===== config.mk =====
export PLATFORM = sky130hd
export DESIGN_NAME = imm_acc_alu
export DESIGN_NICKNAME = d
export VERILOG_FILES = /design/src/rtl/imm_acc_alu.sv
export SDC_FILE = /design/constraint.sdc
export NUM_CORES = 1
export LEC_CHECK = 0
export BUFFER_PORTS_ARGS = -buffer_cell sky130_fd_sc_hd__buf_2
export CORE_ASPECT_RATIO = 0.8
export CORE_MARGIN = 2
export CORE_UTILIZATION = 39
export CTS_BUF_LIST = sky130_fd_sc_hd__clkbuf_2 sky130_fd_sc_hd__clkbuf_4 sky130_fd_sc_hd__clkbuf_8
export CTS_CLUSTER_DIAMETER = 150
export DETAILED_ROUTE_END_ITERATION = 16
export PLACE_DENSITY = 0.53
export SLEW_MARGIN = 20
export SYNTH_ARGS = -nofsm -noshare
export SYNTH_HDL_FRONTEND = slang
export SYNTH_SLANG_ARGS = --single-unit

===== constraint.sdc =====
create_clock -name sysclk -period 3.7 [get_ports sysclk]
set_input_delay 0.555 -clock sysclk [delete_from_list [all_inputs] [get_ports sysclk]]
set_output_delay 0.555 -clock sysclk [all_outputs]
set_load 0.02 [all_outputs]

===== src/rtl/imm_acc_alu.sv =====
// Accumulator ALU fed by the sign-extended immediate: single-cycle logic/arith ops plus a
// WIDTH-cycle shift-add multiply. Define SATURATE_EN to clamp ADD/SUB on signed overflow.
module imm_acc_alu #(
  parameter int WIDTH = 8
) (
  input  logic             sysclk,
  input  logic             reset,
  input  logic             in_valid,
  output logic             in_ready,
  input  logic [2:0]       op,
  input  logic [WIDTH-1:0] operand,
  output logic [WIDTH-1:0] acc,
  output logic [3:0]       flags,
  output logic             done,
  output logic             busy
);

  localparam int CW = (WIDTH > 1) ? $clog2(WIDTH) : 1;

  localparam logic [2:0] OpLoad = 3'b000;
  localparam logic [2:0] OpAdd  = 3'b001;
  localparam logic [2:0] OpSub  = 3'b010;
  localparam logic [2:0] OpAnd  = 3'b011;
  localparam logic [2:0] OpOr   = 3'b100;
  localparam logic [2:0] OpXor  = 3'b101;
  localparam logic [2:0] OpMul  = 3'b110;
  localparam logic [2:0] OpClr  = 3'b111;

  typedef enum logic {IDLE, MUL} state_t;

  state_t           state_q, state_d;
  logic [WIDTH-1:0] acc_q, acc_d;
  logic [3:0]       flags_q, flags_d;
  logic             done_q, done_d;
  logic [WIDTH-1:0] mcand_q, mcand_d;
  logic [WIDTH-1:0] mplier_q, mplier_d;
  logic [WIDTH-1:0] partial_q, partial_d;
  logic [CW-1:0]    cnt_q, cnt_d;

  logic [WIDTH:0]   sum, diff;
  logic [WIDTH-1:0] res, step;
  logic             resC, resV;

  assign in_ready = (state_q == IDLE);
  assign busy     = (state_q == MUL);
  assign acc      = acc_q;
  assign flags    = flags_q;
  assign done     = done_q;

  assign sum  = {1'b0, acc_q} + {1'b0, operand};
  assign diff = {1'b0, acc_q} - {1'b0, operand};
  assign step = mplier_q[cnt_q] ? partial_q + (mcand_q << cnt_q) : partial_q;

  // Result and carry/overflow of the single-cycle ops; C always comes from the raw result.
  always_comb begin
    res  = '0;
    resC = 1'b0;
    resV = 1'b0;
    case (op)
      OpLoad: res = operand;
      OpAdd: begin
        res  = sum[WIDTH-1:0];
        resC = sum[WIDTH];
        resV = (acc_q[WIDTH-1] == operand[WIDTH-1]) && (sum[WIDTH-1] != acc_q[WIDTH-1]);
      end
      OpSub: begin
        res  = diff[WIDTH-1:0];
        resC = diff[WIDTH];
        resV = (acc_q[WIDTH-1] != operand[WIDTH-1]) && (diff[WIDTH-1] != acc_q[WIDTH-1]);
      end
      OpAnd:   res = acc_q & operand;
      OpOr:    res = acc_q | operand;
      OpXor:   res = acc_q ^ operand;
      OpClr:   res = '0;
      default: res = '0;
    endcase
`ifdef SATURATE_EN
    // Overflow direction follows the sign of acc for both ADD and SUB.
    if (resV) begin
      res = acc_q[WIDTH-1] ? {1'b1, {(WIDTH-1){1'b0}}} : {1'b0, {(WIDTH-1){1'b1}}};
    end
`endif
  end

  always_comb begin
    state_d   = state_q;
    acc_d     = acc_q;
    flags_d   = flags_q;
    done_d    = 1'b0;
    mcand_d   = mcand_q;
    mplier_d  = mplier_q;
    partial_d = partial_q;
    cnt_d     = cnt_q;
    case (state_q)
      IDLE: begin
        if (in_valid) begin
          if (op == OpMul) begin
            state_d   = MUL;
            mcand_d   = acc_q;
            mplier_d  = operand;
            partial_d = '0;
            cnt_d     = '0;
          end else begin
            acc_d   = res;
            flags_d = {(res == '0), res[WIDTH-1], resC, resV};
            done_d  = 1'b1;
          end
        end
      end
      MUL: begin
        partial_d = step;
        cnt_d     = cnt_q + 1'b1;
        if (cnt_q == CW'(WIDTH - 1)) begin
          state_d = IDLE;
          acc_d   = step;
          flags_d = {(step == '0), step[WIDTH-1], 2'b00};
          done_d  = 1'b1;
        end
      end
      default: state_d = IDLE;
    endcase
  end

  always_ff @(posedge sysclk) begin
    if (reset) begin
      state_q   <= IDLE;
      acc_q     <= '0;
      flags_q   <= '0;
      done_q    <= 1'b0;
      mcand_q   <= '0;
      mplier_q  <= '0;
      partial_q <= '0;
      cnt_q     <= '0;
    end else begin
      state_q   <= state_d;
      acc_q     <= acc_d;
      flags_q   <= flags_d;
      done_q    <= done_d;
      mcand_q   <= mcand_d;
      mplier_q  <= mplier_d;
      partial_q <= partial_d;
      cnt_q     <= cnt_d;
    end
  end

endmodule

# --- Yosys cells after proc, flatten, opt, wreduce, memory -nomap -nowiden ---
# Cells that the tools add are included.
totals:
  elab_cells: 69
  reg_bits: 41
  inputBits: 14
  out_inout_bits: 15
op_classes:
  reduce_logical: 8
  n_bitwise: 4
  addsub: 4
  n_lt_le_gt_ge: 1
  shifts: 1
  muxes: 28
  eq_ne: 15
op_table:
  columns: ["operator", "n"]
  rows:
  - ["8-bit 2-to-1 mux", 6]
  - ["8-bit one-hot mux with 6 select lines", 1]
  - ["8-bit one-hot mux with 2 select lines", 2]
  - ["8-bit zero test", 2]
  - ["3-bit == test (second input constant)", 4]
  - ["4-bit 2-to-1 mux", 3]
  - ["8-bit by 8-bit adder with 9-bit output", 1]
  - ["8-bit by 8-bit subtractor with 9-bit output", 1]
  - ["8-bit adder", 1]
  - ["8-bit bitwise AND", 1]
  - ["8-bit bitwise OR", 1]
  - ["1-bit one-hot mux with 2 select lines", 4]
  - ["4-bit one-hot mux with 2 select lines", 1]
  - ["8-bit by 3-bit << shifter with 8-bit output", 1]
  - ["8-bit bitwise XOR", 1]
  - ["1-bit 2-to-1 mux", 7]
  - ["3-bit by 2-bit == test with 1-bit output (second input constant)", 2]
  - ["3-bit 2-to-1 mux", 2]
  - ["3-bit one-hot mux with 2 select lines", 1]
  - ["3-bit AND reduction", 2]
  - ["3-bit by 4-bit less-than comparator with 1-bit output (second input constant)", 1]
  - ["2-bit by 1-bit != test with 1-bit output (second input constant)", 2]
  - ["2-bit != test (second input constant)", 2]
  - ["3-bit by 1-bit adder with 3-bit output (second input constant)", 1]
  - ["8 further kinds", 11]

# --- Logic depth before layout (Yosys ltp) ---
# Gate-level depths: netlist of the first run.
depth:
  depth_word: 7
  depth_mapped: 14
  ltp_nobuf: 12

# --- Least setup slack after synthesis of the first run ---
# Ideal clock, no wire load.
synth_path:
  kind: "reg-to-reg"
  startpoint: "register cnt_q[0]"
  endpoint: "register flags_q[3], in the netlist flags[3]"
  n_path_buf: 2
  required_time_ps: 3577
  path_stages_with_launch: 12
  path_slack_ps: 560
  setup_time_ps: 123
  synth_period_minus_slack_ps: 3140
  arrival_time_ps: 3017
  cell_sequence: "dfxtp_1 buf_2 buf_2 mux4_2 mux2_2 ha_1 or4b_2 a31oi_1 a21o_1 nand4bb_1 or3b_1 o211ai_2"
synth_between:
  elab_chain_cells: 6
  elab_cells_between_ends: 11
  classes_between: "1 x add/sub; 2 x eq/ne; 1 x shift; 5 x mux; 2 x reduce/logical"
synth_rtl:
  columns: ["item", "line_no", "source"]
  rows:
  - ["from (decl)", "38", "logic [CW-1:0] cnt_q, cnt_d;"]
  - ["from (signal assigned)", "142", "cnt_q <= cnt_d;"]
  - ["8-bit by 3-bit << shifter with 8-bit output / 1-bit binary-select mux with 3-bit select (equally long branches)", "52", "assign step = mplier_q[cnt_q] ? partial_q + (mcand_q << cnt_q) : partial_q;"]
  - ["8-bit adder / 1-bit 2-to-1 mux (equally long branches)", "52", null]
  - ["8-bit 2-to-1 mux", "52", null]
  - ["8-bit zero test", "116", "flags_d = {(step == '0), step[WIDTH-1], 2'b00};"]
  - ["4-bit 2-to-1 mux", "113", "if (cnt_q == CW'(WIDTH - 1)) begin"]
  - ["4-bit one-hot mux with 2 select lines", "94", "case (state_q)"]
  - ["to (signal assigned)", "137", "flags_q <= flags_d;"]
  - ["to (decl)", "33", "logic [3:0] flags_q, flags_d;"]
# Several ways; a longest one is shown, not always the timed one. The select of a mux whose other input is x is not followed.
# A chain may end at the register's enable or synchronous reset.

# --- Final worst setup path of the first run ---
layout_path:
  startpoint: "register cnt_q[1]"
  endpoint: "register flags_q[3], in the netlist flags[3]"
# Same word-level chain as after synthesis.

==> reports/metrics.cfg, run 1 <==
[grt]
busiest_layer = met1
grtUsageMet2_pct = 33.1
grt_use_met3_pct = 3.66
gr-usage-met1_pct = 34.5
antenna_found_initial = 0
grt_max_degree = 41
gr-total-overflow = 0
grt_pass1_wl_mm = 17.4
grt_pass1_vias = 3155
grtUsageTotal_pct = 22.3

[critical_path]
r2r_setup_slack_ns = 0.34
crit_path_end_kind = flop
crit_required_ns = 3.94
critPathLaunchType = flop
critPathMaxFanout = 15
path_class = flop to flop
worstPathArrival_ns = 3.61

[route]
wl_mm = 10.8
wl_per_cell_um = 18.3
drc = 0
viasPerCell = 5.83
drt_iter0_drc = 204
antenna_left = 0
vias = 3443
dr.pass1.iters = 5

[timing]
tns_ns = 0
rsz0062_at_grt = no
fin_crit_sh_pct = 90.9
setup_viol = 0
layout_min_cycle_time_ns = 3.36
hold_viol = 0
fmax_mhz = 297
final.setup_skew_ns = 0.0113
tightest_slew_ns = 0.780
max_slew_margin_pct = 47.9
drv_slew = 0

[floorplan]
start_util_pct = 39.8
die_h_um = 89.5
core_mm2 = 0.00896
dieArea_mm2 = 0.00992
die_w_um = 111
row_count = 31
ioPinCount = 29

[hold_path]
min_path_type = flop to flop

[cts]
post_cts_resized = 0
tritoncts = yes
postCtsSetupBuffers = 0
root_buffer = clkbuf_8
cts_buffers = 5
cts_sinks = 40
clkLatencyLatePin_ns = 0.31
clk_pin_slew_ns = 0.09
hold_buffers = 0
htree_levels = 2
cts_buffer_depth = 2

[synth]
yosysSeqAreaShare_pct = 22.5
synth_nets = 509
avgSynthCellArea_um2 = 7.76
netlist_area_mm2 = 0.00356
ys.flop_type = dfxtp_1
synth_edf_count = 0
syn_inst = 459
synth_warnings = 0
async_flop_share_pct = 0
ys_ff_latch = 40
yosysUniqueCellTypes = 72

[placed_design]
dp.final_hpwl_mm = 8.17
io_buffers = 28
gp_congestion = 0.922
placedCellCount = 583

[layout]
area_growth_pct = 8.60
seq_area_um2 = 801
fillers = 959
num_antenna_cells = 0
multi_input_area_mm2 = 0.00254
layout.cells.non_filler = 591
nets = 525
layout-drive-gt1-share_pct = 12.6

[run]
cap_violations = 0

[run_status]
status = completed

[power_and_ir_drop]
power_density_mw_per_mm2 = 275
vdd_drop_max_mv = 0.170
p_leak_nw = 1.60

area by class of cell:
cell class	count	area share [%]
clock buffer	5	1.78
inverter	27	2.62
sequential	40	20.7
clock inverter	3	0.485
timing repair buffer	36	5.17
tap	115	3.72
multi-input combinational	365	65.5
state kept, by name, indices dropped and copies added (netlist names):
name and cells:
mcand_q 8, mplier_q 8, partial_q 8, acc 7, flags 4, cnt_q 3
busy 1, done 1
cells in the mapped netlist (3+ instances only):
| library cell | count | area, um2 |
|---|---|---|
| or3_1 | 3 | 18.8 |
| o22a_1 | 4 | 35.0 |
| a221oi_1 | 3 | 26.3 |
| a22oi_1 | 7 | 52.6 |
| o21ai_0 | 15 | 75.1 |
| nand4_1 | 3 | 18.8 |
| xnor2_1 | 3 | 26.3 |
| fa_1 | 3 | 60.1 |
| a21o_1 | 7 | 52.6 |
| nor3_1 | 10 | 50.1 |
| a221o_1 | 3 | 30.0 |
| dfxtp_1 | 40 | 801 |
| nor2_1 | 36 | 135 |
| buf_2 | 4 | 20.0 |
| nand2b_1 | 11 | 68.8 |
| ha_1 | 33 | 413 |
| a2111oi_0 | 3 | 26.3 |
| a21oi_1 | 47 | 235 |
| a211oi_1 | 7 | 52.6 |
| o22ai_1 | 3 | 18.8 |
| mux4_2 | 3 | 67.6 |
| a211o_1 | 4 | 35.0 |
| mux2i_1 | 14 | 140 |
| nand3_1 | 5 | 25.0 |
| nor2b_1 | 7 | 43.8 |
| clkbuf_1 | 19 | 71.3 |
| o21bai_1 | 5 | 37.5 |
| nor3b_1 | 4 | 30.0 |
| nand2_1 | 56 | 210 |
| inv_1 | 26 | 97.6 |
| a31oi_1 | 6 | 37.5 |
| and3_1 | 10 | 62.6 |
| o221ai_1 | 4 | 35.0 |
| or2_2 | 3 | 18.8 |
path summary, 6_finish.rpt:
kind	startpoint	to	cells after the start
max reg2reg	cnt_q[1]	flags[3]	11
min reg2reg	mplier_q[3]	mplier_q[3]	2
max	cnt_q[1]	flags[3]	11
min	mplier_q[3]	mplier_q[3]	2
layer usage:
metal	up-vias	routed length (um)
met2	103	4320
met3	10	643
met4	0	75
met5	-	0
met1	1623	5790
li1	1707	-
report_power, final:
group          switching, mW  internal, mW  leakage (nW)
Clock                  0.170         0.132        0.0479
Combinational          0.183         0.115          1.23
Sequential            0.0218         0.443         0.324
Total                  0.375         0.690          1.60
stage by stage:
| stage | worst slack (ns) | utilization (%) | cell area [um2] | hold WS [ns] | total power [mW] |
|---|---|---|---|---|---|
| 6_report | 0.337 | 43.2 | 3870 | 0.470 | 1.06 |
| 5_1_grt | 0.0510 | 43.2 | 3870 | 0.494 | 1.12 |
| 4_1_cts | 0.350 | 43.2 | 3870 | 0.465 | 1.07 |
| 3_5_place_dp | 0.386 | 42.2 | 3780 | 0.452 | 0.768 |
| 3_3_place_gp | 0.472 | 42.2 | 3780 | 0.447 | 0.764 |
| 2_1_floorplan | 0.560 | - | 3560 | 0.433 | 0.675 |
worst max-delay path, stage by stage, from the launching register on:
cell and delay (ns):
dfxtp_1 0.68, mux2i_1 0.25, o22ai_1 0.11, nor2b_1 0.18
ha_1 0.24, a211oi_1 0.37, o21bai_1 0.17, a2111o_1 0.45
a211o_1 0.31, nand3_1 0.11, or3b_1 0.37, o211ai_2 0.06
kinds of logic after synthesis:
| group | after synthesis | share of synthesized area (%) |
|---|---|---|
| compound gates | 140 | 26.7 |
| xor+xnor | 4 | 0.983 |
| fa+ha+maj | 36 | 13.3 |
| buf+inv | 54 | 6.36 |
| flops | 40 | 22.5 |
| mux | 21 | 7.41 |
| simple gates | 164 | 22.8 |
cells in the final DEF, fill, tap and decap left out, drive strengths merged, types with 10 or more instances in the layout:
cell type / netlist / layout
nand2: 57 / 57
a21oi: 47 / 47
dfxtp: 40 / 40
nor2: 36 / 36
buf: 8 / 36
ha: 33 / 33
inv: 26 / 26
o21ai: 16 / 16
mux2i: 15 / 15
nand2b: 11 / 11
nor3: 10 / 10
and3: 10 / 10
(Power assumes the default switching activity.)
==> inputs of run 2 (changes only) <==
BUFFER_PORTS_ARGS = not set   (was -buffer_cell sky130_fd_sc_hd__buf_2)
DONT_BUFFER_PORTS = 1   (was not set)
PLACE_DENSITY = 0.5   (was 0.53)
==> reports/metrics.cfg, run 2 (same netlist as run 1, synthesis figures left out) <==
[run_status]
status = completed

[grt]
grtUsageTotal_pct = 22.3  ; about the same
grt_pass1_vias = 3121  ; -1.1%
gr-total-overflow = 0  ; unchanged
antenna_found_initial = 0  ; unchanged
grt_max_degree = 41  ; unchanged
grt_pass1_wl_mm = 17.4  ; about the same

[floorplan]
start_util_pct = 39.8  ; unchanged
core_mm2 = 0.00896  ; unchanged
row_count = 31  ; unchanged
ioPinCount = 29  ; unchanged
die_h_um = 89.5  ; unchanged
die_w_um = 111  ; unchanged
dieArea_mm2 = 0.00992  ; unchanged

[timing]
layout_min_cycle_time_ns = 3.33  ; -0.0374 ns
fin_crit_sh_pct = 89.9  ; -1.0 points
fmax_mhz = 301  ; +1.1%
final.setup_skew_ns = 0.00507  ; -0.00621 ns
tightest_slew_ns = 0.755  ; -0.0245 ns
max_slew_margin_pct = 49.5  ; +1.6 points
setup_viol = 0  ; unchanged
tns_ns = 0  ; unchanged
holdWs_ns = 0.307  ; -0.163 ns
drv_slew = 0  ; unchanged
rsz0062_at_grt = no
hold_viol = 0  ; unchanged

[critical_path]
critPathLaunchType = flop
critPathMaxFanout = 12  ; -3
path_class = flop to flop
crit_path_end_kind = flop
worstPathArrival_ns = 3.56  ; -0.05 ns
crit_required_ns = 3.94  ; about the same

[layout]
final_cell_mix = nand2_1 (56), a21oi_1 (47), dfxtp_1 (40)
num_antenna_cells = 0  ; unchanged
final_common_cell = nand2_1
layout-drive-gt1-share_pct = 7.35  ; -5.3 points
layout.cells.non_filler = 564  ; -4.6%
top_regs = mcand_q (8), mplier_q (8), partial_q (8)
nets = 498  ; -5.1%
area_growth_pct = 5.83

[cts]
cts_buffer_depth = 2  ; unchanged
root_buffer = clkbuf_8
clk_pin_slew_ns = 0.08  ; about the same
postCtsSetupBuffers = 0  ; unchanged
clkLatencyLatePin_ns = 0.31  ; about the same
htree_levels = 2  ; unchanged
cts_buffers = 5  ; unchanged
hold_buffers = 0  ; unchanged
tritoncts = yes
post_cts_resized = 0  ; unchanged
cts_sinks = 40  ; unchanged

[power_and_ir_drop]
vdd_drop_max_mv = 0.157  ; -7.6%
p_leak_nw = 1.49  ; -6.8%
p_switching_mw = 0.350  ; -6.6%
power_density_mw_per_mm2 = 296  ; +7.8%
total_power_mw = 1.12  ; +5.1%
p_int_mw = 0.768  ; +11%
seqPwrFrac_pct = 42.5  ; -1.2 points
comb_power_share_pct = 22.3  ; -5.7 points
clockPowerShare_pct = 35.2  ; +6.9 points
switching_share_pct = 31.3  ; -3.9 points

[placed_design]
io_buffers = 0  ; -100%
dp.final_hpwl_mm = 8.08  ; -1.0%
placedCellCount = 556  ; -4.6%
gp_congestion = 0.930  ; +0.85%

[route]
drc = 0  ; unchanged
vias = 3361  ; -2.4%
wl_per_cell_um = 19.0  ; +3.6%
dr.pass1.iters = 5  ; unchanged
antenna_left = 0  ; unchanged
wl_mm = 10.7  ; -1.1%
drt_iter0_drc = 273  ; +34%
viasPerCell = 5.96  ; +2.3%

[hold_path]
min_path_type = primary input to flop

[run]
cap_violations = 0  ; unchanged

==> run 2: worst paths after layout <==
| kind | start | to | slack, ns | cells past startpoint |
|---|---|---|---|---|
| min reg2reg | mplier_q[7] | mplier_q[7] | 0.45 | 2 |
| max reg2reg | cnt_q[0] | flags[3] | 0.37 | 10 |
| max | cnt_q[0] | flags[3] | 0.37 | 10 |
| min | reset | partial_q[7] | 0.31 | 1 |
==> run 2: final cells by class <==
cell class	instances	area [um2]
Inverter	27	101
Sequential cell	40	801
Multi-Input combinational cell	365	2540
Timing Repair Buffer	9	67.6
Clock inverter	2	38.8
Fill cell	942	5190
Tap cell	115	144
Clock buffer	6	82.6
==> run 2: critical path, stage by stage, from the launching register on <==
cell,delay (ns)
dfxtp_1,0.65
mux2i_1,0.20
nor3_1,0.30
ha_1,0.29
a211oi_1,0.36
o21bai_1,0.16
a2111o_1,0.44
a211o_1,0.31
nand3_1,0.11
or3b_1,0.37
o211ai_2,0.06
==> run 2: power by group through the flow <==
stage	Clock [mW]	Sequential, mW	Combinational, mW
2_1_floorplan	0	0.478	0.197
3_3_place_gp	0	0.485	0.245
3_5_place_dp	0	0.485	0.245
4_1_cts	0.406	0.475	0.246
5_1_grt	0.423	0.477	0.276
6_report	0.394	0.475	0.250
==> run 2: metrics by stage <==
step | setup WS (ns) | cell area, um2 | utilization (%)
2_1_floorplan | 0.560 | 3560 | -
3_3_place_gp | 0.464 | 3650 | 40.7
3_5_place_dp | 0.403 | 3650 | 40.7
4_1_cts | 0.377 | 3770 | 42.1
5_1_grt | 0.0577 | 3770 | 42.1
6_report | 0.374 | 3770 | 42.1
==> run 2: routing by layer <==
| layer | share of wire, % | vias up | global-route usage [%] |
|---|---|---|---|
| li1 | - | 1649 | - |
| met1 | 55 | 1604 | 34.1 |
| met2 | 40 | 101 | 33.5 |
| met3 | 5.6 | 7 | 4.07 |
| met4 | 0.36 | 0 | 2.73 |
| met5 | 0 | - | 0 |
